### config.mk
export PLATFORM = sky130hd
export DESIGN_NAME = instr_fetch_buffer
export DESIGN_NICKNAME = d
export VERILOG_FILES = /design/src/rtl/cpu_pkg.sv /design/src/rtl/sync_fifo.sv /design/src/rtl/instr_fetch_buffer.sv
export SDC_FILE = /design/constraint.sdc
export NUM_CORES = 1
export LEC_CHECK = 0
export CORE_MARGIN = 1
export CORE_UTILIZATION = 49
export DETAILED_ROUTE_END_ITERATION = 16
export PLACE_DENSITY = 0.84
export SLEW_MARGIN = 20
export SYNTH_ARGS = -nofsm -noshare
export SYNTH_HDL_FRONTEND = slang
export SYNTH_SLANG_ARGS = --single-unit
### constraint.sdc
create_clock -name clock -period 4.3 [get_ports clock]
set_input_delay 1.075 -clock clock [delete_from_list [all_inputs] [get_ports clock]]
set_output_delay 1.075 -clock clock [all_outputs]
set_load 0.01 [all_outputs]
### src/rtl/cpu_pkg.sv
// cpu_pkg: shared CPU constants used by the fetch stage and its neighbours.
//   - opcode constants for the jump/branch instructions seen by the PC unit
//   - instruction field positions
//   - default instruction queue depth
//   - sign_ext16: sign-extends the immediate field of an instruction word
package cpu_pkg;

  localparam logic [5:0] OP_J   = 6'b000010;
  localparam logic [5:0] OP_JAL = 6'b000011;
  localparam logic [5:0] OP_BEQ = 6'b000100;
  localparam logic [5:0] OP_BNE = 6'b000101;

  localparam int OPC_MSB = 31;
  localparam int IMM_W   = 16;
  localparam int JIDX_W  = 26;

  localparam int DEF_DEPTH = 4;

  function automatic logic [31:0] sign_ext16(input logic [31:0] instr);
    return {{(32-IMM_W){instr[IMM_W-1]}}, instr[IMM_W-1:0]};
  endfunction

endpackage

### src/rtl/sync_fifo.sv
// sync_fifo: registered circular FIFO with synchronous clear.
// Ports:
//   clock, reset_n      clock, asynchronous active-low reset
//   clear               drop all entries (wins over push/pop)
//   push, din           write din at tail (allowed when full if popping)
//   pop                 remove head (ignored when empty)
//   dout                head entry (undefined when empty)
//   full, empty, count  occupancy status
module sync_fifo #(
  parameter int W  = 32,
  parameter int D  = 4,
  parameter int CW = $clog2(D+1)
) (
  input  logic          clock,
  input  logic          reset_n,
  input  logic          clear,
  input  logic          push,
  input  logic          pop,
  input  logic [W-1:0]  din,
  output logic [W-1:0]  dout,
  output logic          full,
  output logic          empty,
  output logic [CW-1:0] count
);
  localparam int PW = (D > 1) ? $clog2(D) : 1;

  logic [W-1:0]  mem [D];
  logic [PW-1:0] rd_ptr, wr_ptr;
  logic          do_push, do_pop;

  function automatic logic [PW-1:0] nxt(input logic [PW-1:0] p);
    return (p == PW'(D-1)) ? '0 : p + 1'b1;
  endfunction

  assign empty   = (count == '0);
  assign full    = (count == CW'(D));
  assign do_pop  = pop & ~empty;
  // A push on a full FIFO is fine when the head leaves the same cycle.
  assign do_push = push & (~full | do_pop);
  assign dout    = mem[rd_ptr];

  always_ff @(posedge clock or negedge reset_n) begin
    if (!reset_n) begin
      rd_ptr <= '0;
      wr_ptr <= '0;
      count  <= '0;
    end else if (clear) begin
      rd_ptr <= '0;
      wr_ptr <= '0;
      count  <= '0;
    end else begin
      if (do_push) wr_ptr <= nxt(wr_ptr);
      if (do_pop)  rd_ptr <= nxt(rd_ptr);
      count <= count + CW'(do_push) - CW'(do_pop);
    end
  end

  // Storage carries no reset; consumers gate dout with empty.
  always_ff @(posedge clock) begin
    if (do_push && !clear) mem[wr_ptr] <= din;
  end

endmodule

### src/rtl/instr_fetch_buffer.sv
// instr_fetch_buffer: fetch stage between the PC unit and decode.
// Accepts a PC per cycle, reads imem, queues {pc, instr} in order and
// presents the head to decode with decoded opcode / immediate / jump target.
// Ports:
//   clock, reset_n                  clock, asynchronous active-low reset
//   pc_in, pc_valid, pc_ready       PC handshake from the PC unit
//   flush                           redirect: drop queued and in-flight fetches
//   imem_req, imem_addr, imem_gnt   read request channel
//   imem_rvalid, imem_rdata         in-order read response
//   id_valid, id_ready              head handshake to decode
//   id_instr, id_pc                 head entry (zero when queue empty)
//   id_opcode, id_sign_ext, id_target  fields derived from the head
module instr_fetch_buffer
  import cpu_pkg::*;
#(
  parameter int DEPTH = DEF_DEPTH,
  parameter int AW    = 32
) (
  input  logic          clock,
  input  logic          reset_n,
  input  logic [AW-1:0] pc_in,
  input  logic          pc_valid,
  output logic          pc_ready,
  input  logic          flush,
  output logic          imem_req,
  output logic [AW-1:0] imem_addr,
  input  logic          imem_gnt,
  input  logic          imem_rvalid,
  input  logic [31:0]   imem_rdata,
  output logic          id_valid,
  input  logic          id_ready,
  output logic [31:0]   id_instr,
  output logic [AW-1:0] id_pc,
  output logic [5:0]    id_opcode,
  output logic [31:0]   id_sign_ext,
  output logic [AW-1:0] id_target
);
  localparam int CW = $clog2(DEPTH+1);
  localparam logic RUN   = 1'b0;
  localparam logic DRAIN = 1'b1;

  logic          state;
  logic [CW-1:0] outst, drop, occ, tag_cnt;
  logic          credit, rsp_take, q_empty;
  logic [CW:0]   pending, drop_flush;
  logic [AW-1:0] tag_pc;
  logic [AW+31:0] q_head;
  logic          unused_sigs;

  assign credit   = ({1'b0, occ} + {1'b0, outst}) < (CW+1)'(DEPTH);
  // reset_n gates the request so nothing is issued while reset is held.
  assign imem_req  = reset_n & (state == RUN) & pc_valid & credit & ~flush;
  assign imem_addr = pc_in;
  assign pc_ready  = imem_req & imem_gnt;

  // Responses are queued only in RUN outside a flush; drained or stray
  // responses never reach the queue.
  assign rsp_take = imem_rvalid & (state == RUN) & (outst != '0) & ~flush;

  // Responses still owed after a flush: drop is only non-zero in DRAIN,
  // where outst is zero, so the sum covers a flush in either state.
  assign pending    = {1'b0, outst} + {1'b0, drop};
  assign drop_flush = pending - (CW+1)'(imem_rvalid && pending != '0);

  sync_fifo #(.W(AW), .D(DEPTH)) u_tag_fifo (
    .clock(clock), .reset_n(reset_n), .clear(flush),
    .push(pc_ready), .pop(rsp_take), .din(pc_in),
    .dout(tag_pc), .full(), .empty(), .count(tag_cnt)
  );

  sync_fifo #(.W(AW+32), .D(DEPTH)) u_instr_q (
    .clock(clock), .reset_n(reset_n), .clear(flush),
    .push(rsp_take), .pop(id_valid & id_ready), .din({tag_pc, imem_rdata}),
    .dout(q_head), .full(), .empty(q_empty), .count(occ)
  );

  assign unused_sigs = ^tag_cnt;

  always_ff @(posedge clock or negedge reset_n) begin
    if (!reset_n) begin
      state <= RUN;
      outst <= '0;
      drop  <= '0;
    end else if (flush) begin
      outst <= '0;
      drop  <= drop_flush[CW-1:0];
      state <= (drop_flush != '0) ? DRAIN : RUN;
    end else if (state == DRAIN) begin
      if (imem_rvalid && drop != '0) begin
        drop <= drop - 1'b1;
        if (drop == CW'(1)) state <= RUN;
      end
    end else begin
      outst <= outst + CW'(pc_ready) - CW'(rsp_take);
    end
  end

  assign id_valid    = ~q_empty;
  assign id_instr    = q_empty ? '0 : q_head[31:0];
  assign id_pc       = q_empty ? '0 : q_head[AW+31:32];
  assign id_opcode   = id_instr[OPC_MSB -: 6];
  assign id_sign_ext = sign_ext16(id_instr);
  assign id_target   = {id_pc[AW-1:JIDX_W], id_instr[JIDX_W-1:0]};

  // A response with nothing outstanding and nothing to drop is a memory
  // protocol violation; it is ignored above.
  always @(posedge clock) begin
    if (reset_n) assert (!(imem_rvalid && outst == '0 && drop == '0));
  end

endmodule

* After elaboration in Yosys (flattened, before gate mapping) *
Memory sizes are Yosys's and may differ from the RTL's.
Cells that the tools add are included.

operators by class
  add/sub/neg operators = 14
  $lt $le $gt $ge = 1
  eq/ne operators = 8
  muxes and demuxes = 30
  bitwise gates (word level) = 21
  reductions and logical operators = 18

operator list
  operator                                             number
  2-to-1 mux 32 bit                                    2
  2-to-1 mux 2 bit                                     12
  2-to-1 mux 3 bit                                     7
  bitwise AND 1 bit                                    13
  nonzero test 2 bit                                   6
  adder 3 x 1 -> 3 bit                                 3
  2-to-1 mux 1 bit                                     9
  subtractor 3 x 1 -> 3 bit                            3
  adder 2 x 1 -> 2 bit, second input constant          4
  adder 3 x 3 -> 4 bit                                 2
  equality test 2 bit, second input constant           4
  nonzero test 4 bit                                   2
  equality test 3 bit, second input constant           2
  logical NOT 3 bit                                    2
  inverter 1 bit                                       6
  nonzero test 3 bit                                   2
  logical AND 1 bit                                    4
  < comparator 4 x 3 -> 1 bit, second input constant   1
  subtractor 4 x 1 -> 4 bit                            1
  equality test 3 x 1 -> 1 bit, second input constant  1
  subtractor 3 x 1 -> 3 bit, second input constant     1
  inequality test 2 bit, second input constant         1
  bitwise OR 1 bit                                     2
  AND reduction 2 bit                                  1
  logical NOT 1 bit                                    1

word-level totals
  register bits after elaboration = 21
  bits in writable memories = 384
  bits of input ports = 71
  memories kept = 2

memory list
  memory          depth  bits a word  read ports  clocked after memory_dff  wr ports  RTL line         source
  u_instr_q.mem   4      64           1           0                         1         sync_fifo.sv:27  logic [W-1:0] mem [D];
  u_tag_fifo.mem  4      32           1           0                         1         sync_fifo.sv:27

* Depth between registers and ports, before layout *
  word-level depth = 10
  depth in mapped cells = 11
  gate-level depth less buffers = 10

* Cells and area by module *
Synthesis repeated with hierarchy kept, for this count alone.

unflattened totals
  cell total of the unflattened synthesis = 839
  area total of the unflattened synthesis = 16637.2 um^2

by module, submodules not included
  module                  times used  cells an instance  area each (um^2)  seq. area each (um^2)
  sync_fifo (u_instr_q)   1           381                9670.5            7862.5
  sync_fifo (u_tag_fifo)  1           215                5069.9            4018.9
  instr_fetch_buffer      1           243                1896.8            175.2

* Least setup slack after synthesis *
Ideal clock, no wire load.

  kind = input-to-reg
  from = input flush
  to = memory u_instr_q.mem[0][0] (netlist bit) (enable)
  data arrival time = 3.549 ns
  setup slack = 0.323 ns
  stages = 4
  path buffers = 1
  cell sequence = buf_2 -> or3b_4 -> nor3_2 -> and2_1

between the ends
  word-level cells in the longest chain between the ends = 6
  elaborated cells on any way between the ends = 7
  classes of those cells = 2 x mux; 3 x bitwise; 2 x reduce/logical

RTL lines
  item                                      RTL line                  source
  from (decl)                               instr_fetch_buffer.sv:24  input logic flush,
  inverter 1 bit                            instr_fetch_buffer.sv:58  assign rsp_take = imem_rvalid & (state == RUN) & (outst != '0) & ~flush;
  bitwise AND 1 bit                         instr_fetch_buffer.sv:58
  bitwise AND 1 bit                         sync_fifo.sv:39           assign do_push = push & (~full | do_pop);
  logical AND 1 bit *                       sync_fifo.sv:60           if (do_push && !clear) mem[wr_ptr] <= din;
  2-to-1 mux 1 bit *                        sync_fifo.sv:60
  2-to-1 mux 1 bit (not written as such) *  sync_fifo.sv:60
  to (decl)                                 sync_fifo.sv:27

Every way passes the cells marked *; elsewhere a longest branch is shown, timed or not.

* Final worst setup path *
  from = register u_instr_q.rd_ptr[0]
  to = output id_pc[12]

between the ends
  word-level cells in the longest chain between the ends = 2

RTL lines
  item                      RTL line                   source
  from (decl)               sync_fifo.sv:28            logic [PW-1:0] rd_ptr, wr_ptr;
  from (signal assigned)    sync_fifo.sv:53            if (do_pop) rd_ptr <= nxt(rd_ptr);
  memory read (4 x 64 bit)  -
  2-to-1 mux 32 bit         instr_fetch_buffer.sv:100  assign id_pc = q_empty ? '0 : q_head[AW+31:32];
  to (decl)                 instr_fetch_buffer.sv:33   output logic [AW-1:0] id_pc,

Every way passes these cells.

==> impl_metrics.json <==
{
  "status": "completed",
  "grt_pass1_vias": 8061,
  "cts_buffers": 41,
  "overflow": 0,
  "die_x_um": 186,
  "cts_root_buf": "clkbuf_16",
  "ys_types": 38,
  "slew_headroom_pct": 43.6,
  "drt-initial-drc-count": 478,
  "clkTransAtPathRegs_ns": 0.06,
  "place_ws_ns": 0.416,
  "final_cells": 1478,
  "synthFlopType": "edfxtp_1",
  "slowest_stage": "dfrtp_4",
  "holdCritStartpoint": "u_instr_q.wr_ptr[0]$_DFFE_PN0P_",
  "finalPower_mw": 10.8,
  "firstDrtPassIters": 5,
  "synth_top_area_cell": "edfxtp_1",
  "post-synth-top-area-fraction_pct": 69.5,
  "multiInputGateArea_sq_um": 3520,
  "vias": 7865,
  "pin_count": 240,
  "grt_max_degree": 46,
  "chipHeight_um": 186,
  "clkLatencyLatePin_ns": 0.52,
  "drc": 0,
  "antenna_found_initial": 0,
  "rows": 66,
  "cp_data_required_time_ns": 3.22,
  "endpoint_kind": "primary output",
  "worstPathArrival_ns": 3.00,
  "startpoint": "u_instr_q.rd_ptr[0]$_DFFE_PN0P_",
  "antennaDiodeCount": 0,
  "utilization_pct": 61.1,
  "hold_buffers": 0,
  "cap_violations": 0,
  "cp_max_fo": 34,
  "path_class": "reg2out",
  "synth_edf_count": 384,
  "grt_usage_pct": 17.9,
  "finalMaxSlewViolations": 0,
  "synth_warnings": 0,
  "routed_via_density": 5.32,
  "setup-violations-final": 0,
  "start_util_pct": 50.3,
  "gp_congestion": 0.751,
  "finalNetCount": 1106,
  "cts_sinks": 405,
  "drtAntennaViolNets": 0,
  "path_buf_inv": 2,
  "cts_max_path_buffers": 3,
  "final-seq-area_sq_um": 12100,
  "port_buffers": 239,
  "fillCellCount": 2245,
  "synth.avg_cell_area_sq_um": 19.8,
  "period_needed_ns": 4.07,
  "place_inst": 1405,
  "fin_tns_setup_ns": 0,
  "max-vdd-ir-drop_uv": 343,
  "hold_path_class": "reg2reg",
  "critPathTopFamily": "flip-flops",
  "synthToLayoutAreaGrowth_pct": 21.4,
  "h-tree-depth": 2,
  "setup_ws_ns": 0.229,
  "postSynth.asyncResetShare_pct": 5.19,
  "dieArea_sq_um": 34600,
  "rsz0062_at_grt": "false",
  "wl_per_cell_um": 20.5,
  "p_leak_nw": 6.54,
  "cpPeakStageDelay_ns": 0.90,
  "seq_area_frac_synth_pct": 72.7,
  "synth_area_leaders": "edfxtp_1, mux4_2, buf_4",
  "wl_um": 30300,
  "ctsResizeCount": 0,
  "regToRegStartpoint": "u_instr_q.count[1]$_DFF_PN0_",
  "power.density_nw_per_um2": 537,
  "cts_tree": "done",
  "min_period_over_period_pct": 94.7,
  "netlist_instances": 839,
  "tightest_slew_ns": 0.846,
  "crit_chain": "buf_4 > mux4_2 > and2_1 > clkdlybuf4s50_1",
  "netlist_area_sq_um": 16600,
  "fin_skew_ns": 0.0214,
  "final_hold_viol_count": 0,
  "grt_pass1_wl_um": 46100,
  "hpwl_um": 18700,
  "layout-drive-gt1-share_pct": 18.6,
  "post-cts-setup-buffer-count": 0,
  "coreArea_sq_um": 32900,
  "synthesis.nets": 939,
  "fmax_ghz": 0.246,
  "synth-seq-cells": 405,
  "worst_setup_path_start_kind": "flop"
}
## placed cells by master, fill, tap and decap left out, types with 4 or more instances in the layout
cell type        instances
ha_1                    25
nand3_1                  4
nand2_1                  8
clkbuf_16               42
dfrtp_1                 17
and2_1                  65
clkinv_2                 4
clkinv_1                 9
xnor2_1                  6
fa_1                     4
inv_1                   19
buf_4                   17
and2_4                   4
mux4_2                  96
nor2_1                  16
and2_2                   4
o31ai_1                  4
edfxtp_1               384
xor2_1                   4
clkbuf_1                 7
clkdlybuf4s50_1        239
buf_12                   5
a21oi_1                 10
clkinvlp_4               6
## metal layers
layer | share of wire (%) | track usage [%] | vias up
met3 | 5.5 | 3.17 | 40
met1 | 41 | 23.4 | 4015
met2 | 51 | 31.0 | 301
met5 | 0 | 0 | -
met4 | 1.8 | 4.43 | 0
li1 | - | - | 3509
## sequential cells by signal, indices dropped and copies added, names as in the netlist
name	flops
drop	3
outst	3
state	1
u_instr_q.count	3
u_instr_q.mem	256
u_instr_q.rd_ptr	2
u_instr_q.wr_ptr	2
u_tag_fifo.count	3
u_tag_fifo.mem	128
u_tag_fifo.rd_ptr	2
u_tag_fifo.wr_ptr	2
## through the flow
stage | area, sq um | hold slack (ns)
floorplan | 16600 | 0.550
global placement | 18800 | 0.589
detailed placement | 18800 | 0.607
CTS | 20100 | 0.623
global route | 20100 | 0.670
finish | 20100 | 0.627
## worst register-to-register path, delay by kind of cell, from the launching register on
family,cells,cell delay (ns)
XOR/XNOR,1,0.16
adder cells (fa/ha/maj),3,0.79
buffers and inverters,4,0.56
flip-flops,1,0.45
AND/OR/NAND/NOR,3,1.10
## cells in the mapped netlist, types with 6 or more instances
master	number
buf_4	106
dfrtp_1	21
buf_2	10
and2_1	69
edfxtp_1	384
clkbuf_1	15
mux4_2	96
nor2_1	16
nand2_1	8
inv_1	19
xnor2_1	6
ha_1	25
a21oi_1	10
## logic make-up (layout without fill, tap and decap cells)
family,Yosys count,count (layout),synth area share [%]
XOR/XNOR,10,10,0.528
AO/OA/AOI/OAI,19,19,0.732
multiplexers,98,98,13.2
flip-flops,405,405,72.7
buffers and inverters,156,353,6.10
adder cells (fa/ha/maj),29,29,2.37
AND/OR/NAND/NOR,122,122,4.39
## worst paths after layout
kind	endpoint	slack [ns]	cells after the start
max in group asynchronous	u_instr_q.rd_ptr[0]$_DFFE_PN0P_	3.11	2
min	u_instr_q.wr_ptr[0]$_DFFE_PN0P_	0.63	3
min reg2reg	u_instr_q.wr_ptr[0]$_DFFE_PN0P_	0.63	3
min in group asynchronous	u_tag_fifo.count[0]$_DFF_PN0_	0.93	2
max reg2reg	u_instr_q.count[2]$_DFF_PN0_	1.13	11
max	id_pc[12]	0.23	4
## cell type report
type	count	area share, %
Inverter	19	0.354
Tap cell	442	2.75
Multi-Input combinational cell	278	17.5
Sequential cell	405	59.9
Clock buffer	49	5.35
Clock inverter	24	1.08
Timing Repair Buffer	261	13.0
## report_power, final
part | total, mW | switching [mW] | internal (mW)
Clock | 3.39 | 1.41 | 1.98
Combinational | 2.94 | 1.24 | 1.69
Sequential | 4.48 | 0.140 | 4.34
Power figures use the tool's default switching activity.
==> RTL edit, RTL diff (config.mk and constraints unchanged) <==
Make the reset (`reset_n`) synchronous in 2 clocked blocks. Comments in the files are not updated.
--- a/src/rtl/sync_fifo.sv
+++ b/src/rtl/sync_fifo.sv
@@ -39,7 +39,7 @@
   assign do_push = push & (~full | do_pop);
   assign dout    = mem[rd_ptr];
 
-  always_ff @(posedge clock or negedge reset_n) begin
+  always_ff @(posedge clock) begin
     if (!reset_n) begin
       rd_ptr <= '0;
       wr_ptr <= '0;
--- a/src/rtl/instr_fetch_buffer.sv
+++ b/src/rtl/instr_fetch_buffer.sv
@@ -76,7 +76,7 @@
 
   assign unused_sigs = ^tag_cnt;
 
-  always_ff @(posedge clock or negedge reset_n) begin
+  always_ff @(posedge clock) begin
     if (!reset_n) begin
       state <= RUN;
       outst <= '0;
Formal check against the unedited RTL: differs if reset_n is asserted again (counterexample within 4 cycles, from zero or initial values and one cycle with reset_n low); with reset_n held inactive, the same outputs for 4 cycles.
==> RTL edit against the original RTL <==
Core utilization up 0.51 points; final area up 0.83%; synthesized area is essentially flat; sequential cell count is 4 higher; wire length is 1.8% higher; worst setup slack better by 0.13 ns; die area hardly changed; maximum frequency up 3.2%.
Power is not compared: it rests on default switching activity, and its combinational part moved more than twofold at a synthesized area within 25%.
==> RTL edit: results (changes against the original RTL) <==
stage	metric	value	unit	change
routing	drt_pass1_iterations	5		unchanged
cts	clkTransAtPathRegs	0.06	ns	about the same
placed_design	dp_slack	0.339	ns	was 0.416 ns
synthesis	yosysWarnings	0		unchanged
status	status	finished clean		unchanged
global_route	grt_pass1_vias	8151		was 8,061
synthesis	synth-async-reset-ratio	0		was 0.0519
synthesis	syn-num-nets	952		was 939
cells_and_area	nFillCells	2226		was 2,245
global_route	grt_max_degree	45		was 46
worst_setup_path	path_max_fanout	7		was 34
worst_setup_path	critical_path_arrival	2.87	ns	was 3.00 ns
worst_setup_path	crit_family	buffers and inverters		was flip-flops
worst_hold_path	holdPathStages	2		was 3
routing	vias_per_cell	5.32		about the same
cells_and_area	top_regs	u_instr_q.mem (256), u_tag_fifo.mem (128)		unchanged
synthesis	ys_types	43		was 38
cts	cts_buffers	42		was 41
placed_design	post-dp-hpwl	18800	um	was 18,700 um
worst_hold_path	hp-class	flip-flop to flip-flop		unchanged
global_route	grt.total_usage	0.182		was 0.179
routing	wire_per_inst	20.6	um	was 20.5 um
cells_and_area	layout.nets	1119		was 1,106
cts	clkLatencyLatePin	0.54	ns	was 0.52 ns
cts	cts-resized-gates	0		unchanged
worst_setup_path	r2r_cells	11		unchanged
global_route	antenna_found_initial	0		unchanged
cts	postCtsSetupBuffers	0		unchanged
pwr	ir_drop	0.000334	V	
global_route	grt_pass1_wl	46400	um	was 46,100 um
synthesis	netlist_top_cells_area	edfxtp_1, mux4_2, buf_4		unchanged
sta	skew	0.0260	ns	was 0.0214 ns
worst_setup_path	slowest_stage	clkdlybuf4s50_1		was dfrtp_4
cells_and_area	drive_above_1_share	0.187		was 0.186
pwr	p_leak	0.00654	uW	
synthesis	synthTopCellsByCount	edfxtp_1, buf_4, mux4_2, and2_1, ha_1		unchanged
synthesis	yosysSeqAreaShare	0.726		was 0.727
placed_design	portBuffers	239		unchanged
worst_setup_path	slowest_delay	0.58	ns	was 0.90 ns
cts	clockBufferDepth	3		unchanged
cts	root_buffer	clkbuf_16		unchanged
routing	drt_iter0_markers	477		was 478
sta	tightest_slew	0.898	ns	was 0.846 ns
placed_design	routabilityCongestion	0.738		was 0.751
[RTL edit: kinds of logic (layout without fill, tap and decap cells)]
logic type,after synthesis,count (layout),share of synthesized area
flops,409,409,0.726
buf+inv,160,361,0.0606
simple gates,122,122,0.0426
mux,101,101,0.133
fa+ha+maj,30,30,0.0245
compound gates,20,20,0.00823
xor+xnor,9,9,0.00476
[RTL edit: worst paths after layout]
path | slack [ns] | to | startpoint
setup / recovery | 0.35 | pc_ready | reset_n
hold / removal | 0.50 | flip-flop | u_instr_q.rd_ptr[1]
setup reg to reg | 1.45 | u_instr_q.count[2] | u_instr_q.count[2]
hold reg to reg | 0.50 | flip-flop | u_instr_q.rd_ptr[1]
[RTL edit: per-stage QoR]
stage               power (uW)  cells  area [um^2]   util
global placement          4670   1416        18900  0.574
global route              8390   1494        20300  0.616
finish                    8150   1494        20300  0.616
detailed placement        4680   1416        18900  0.574
CTS                       8220   1494        20300  0.616
floorplan                 4550    851        16600      -
[RTL edit: where the power goes]
group / internal [uW] / switching, uW
Clock: 2080 / 1470
Sequential: 4350 / 10.9
Combinational: 129 / 109
[RTL edit: worst register-to-register path: cells and delay by family (launching register included)]
family,cells,cell delay [ns]
XOR/XNOR,2,0.32
buffers and inverters,3,0.20
flip-flops,1,0.34
adder cells (fa/ha/maj),3,0.81
AND/OR/NAND/NOR,3,1.05
[RTL edit: layout make-up]
type	instances	area, um^2	area share
Sequential cell	409	12000	0.593
Multi-Input combinational cell	282	3560	0.175
Timing Repair Buffer	259	2680	0.132
Clock buffer	46	1090	0.0536
Tap cell	442	553	0.0273
Clock inverter	32	287	0.0141
Inverter	24	90.1	0.00444
[RTL edit: metal layers]
layer	up-vias	share of wire	wire length, um	track usage
li1	3560	-	-	-
met1	4070	0.39	12100	0.229
met2	272	0.54	16600	0.327
met3	45	0.050	1550	0.0237
met4	0	0.020	607	0.0548
met5	-	0	0	0
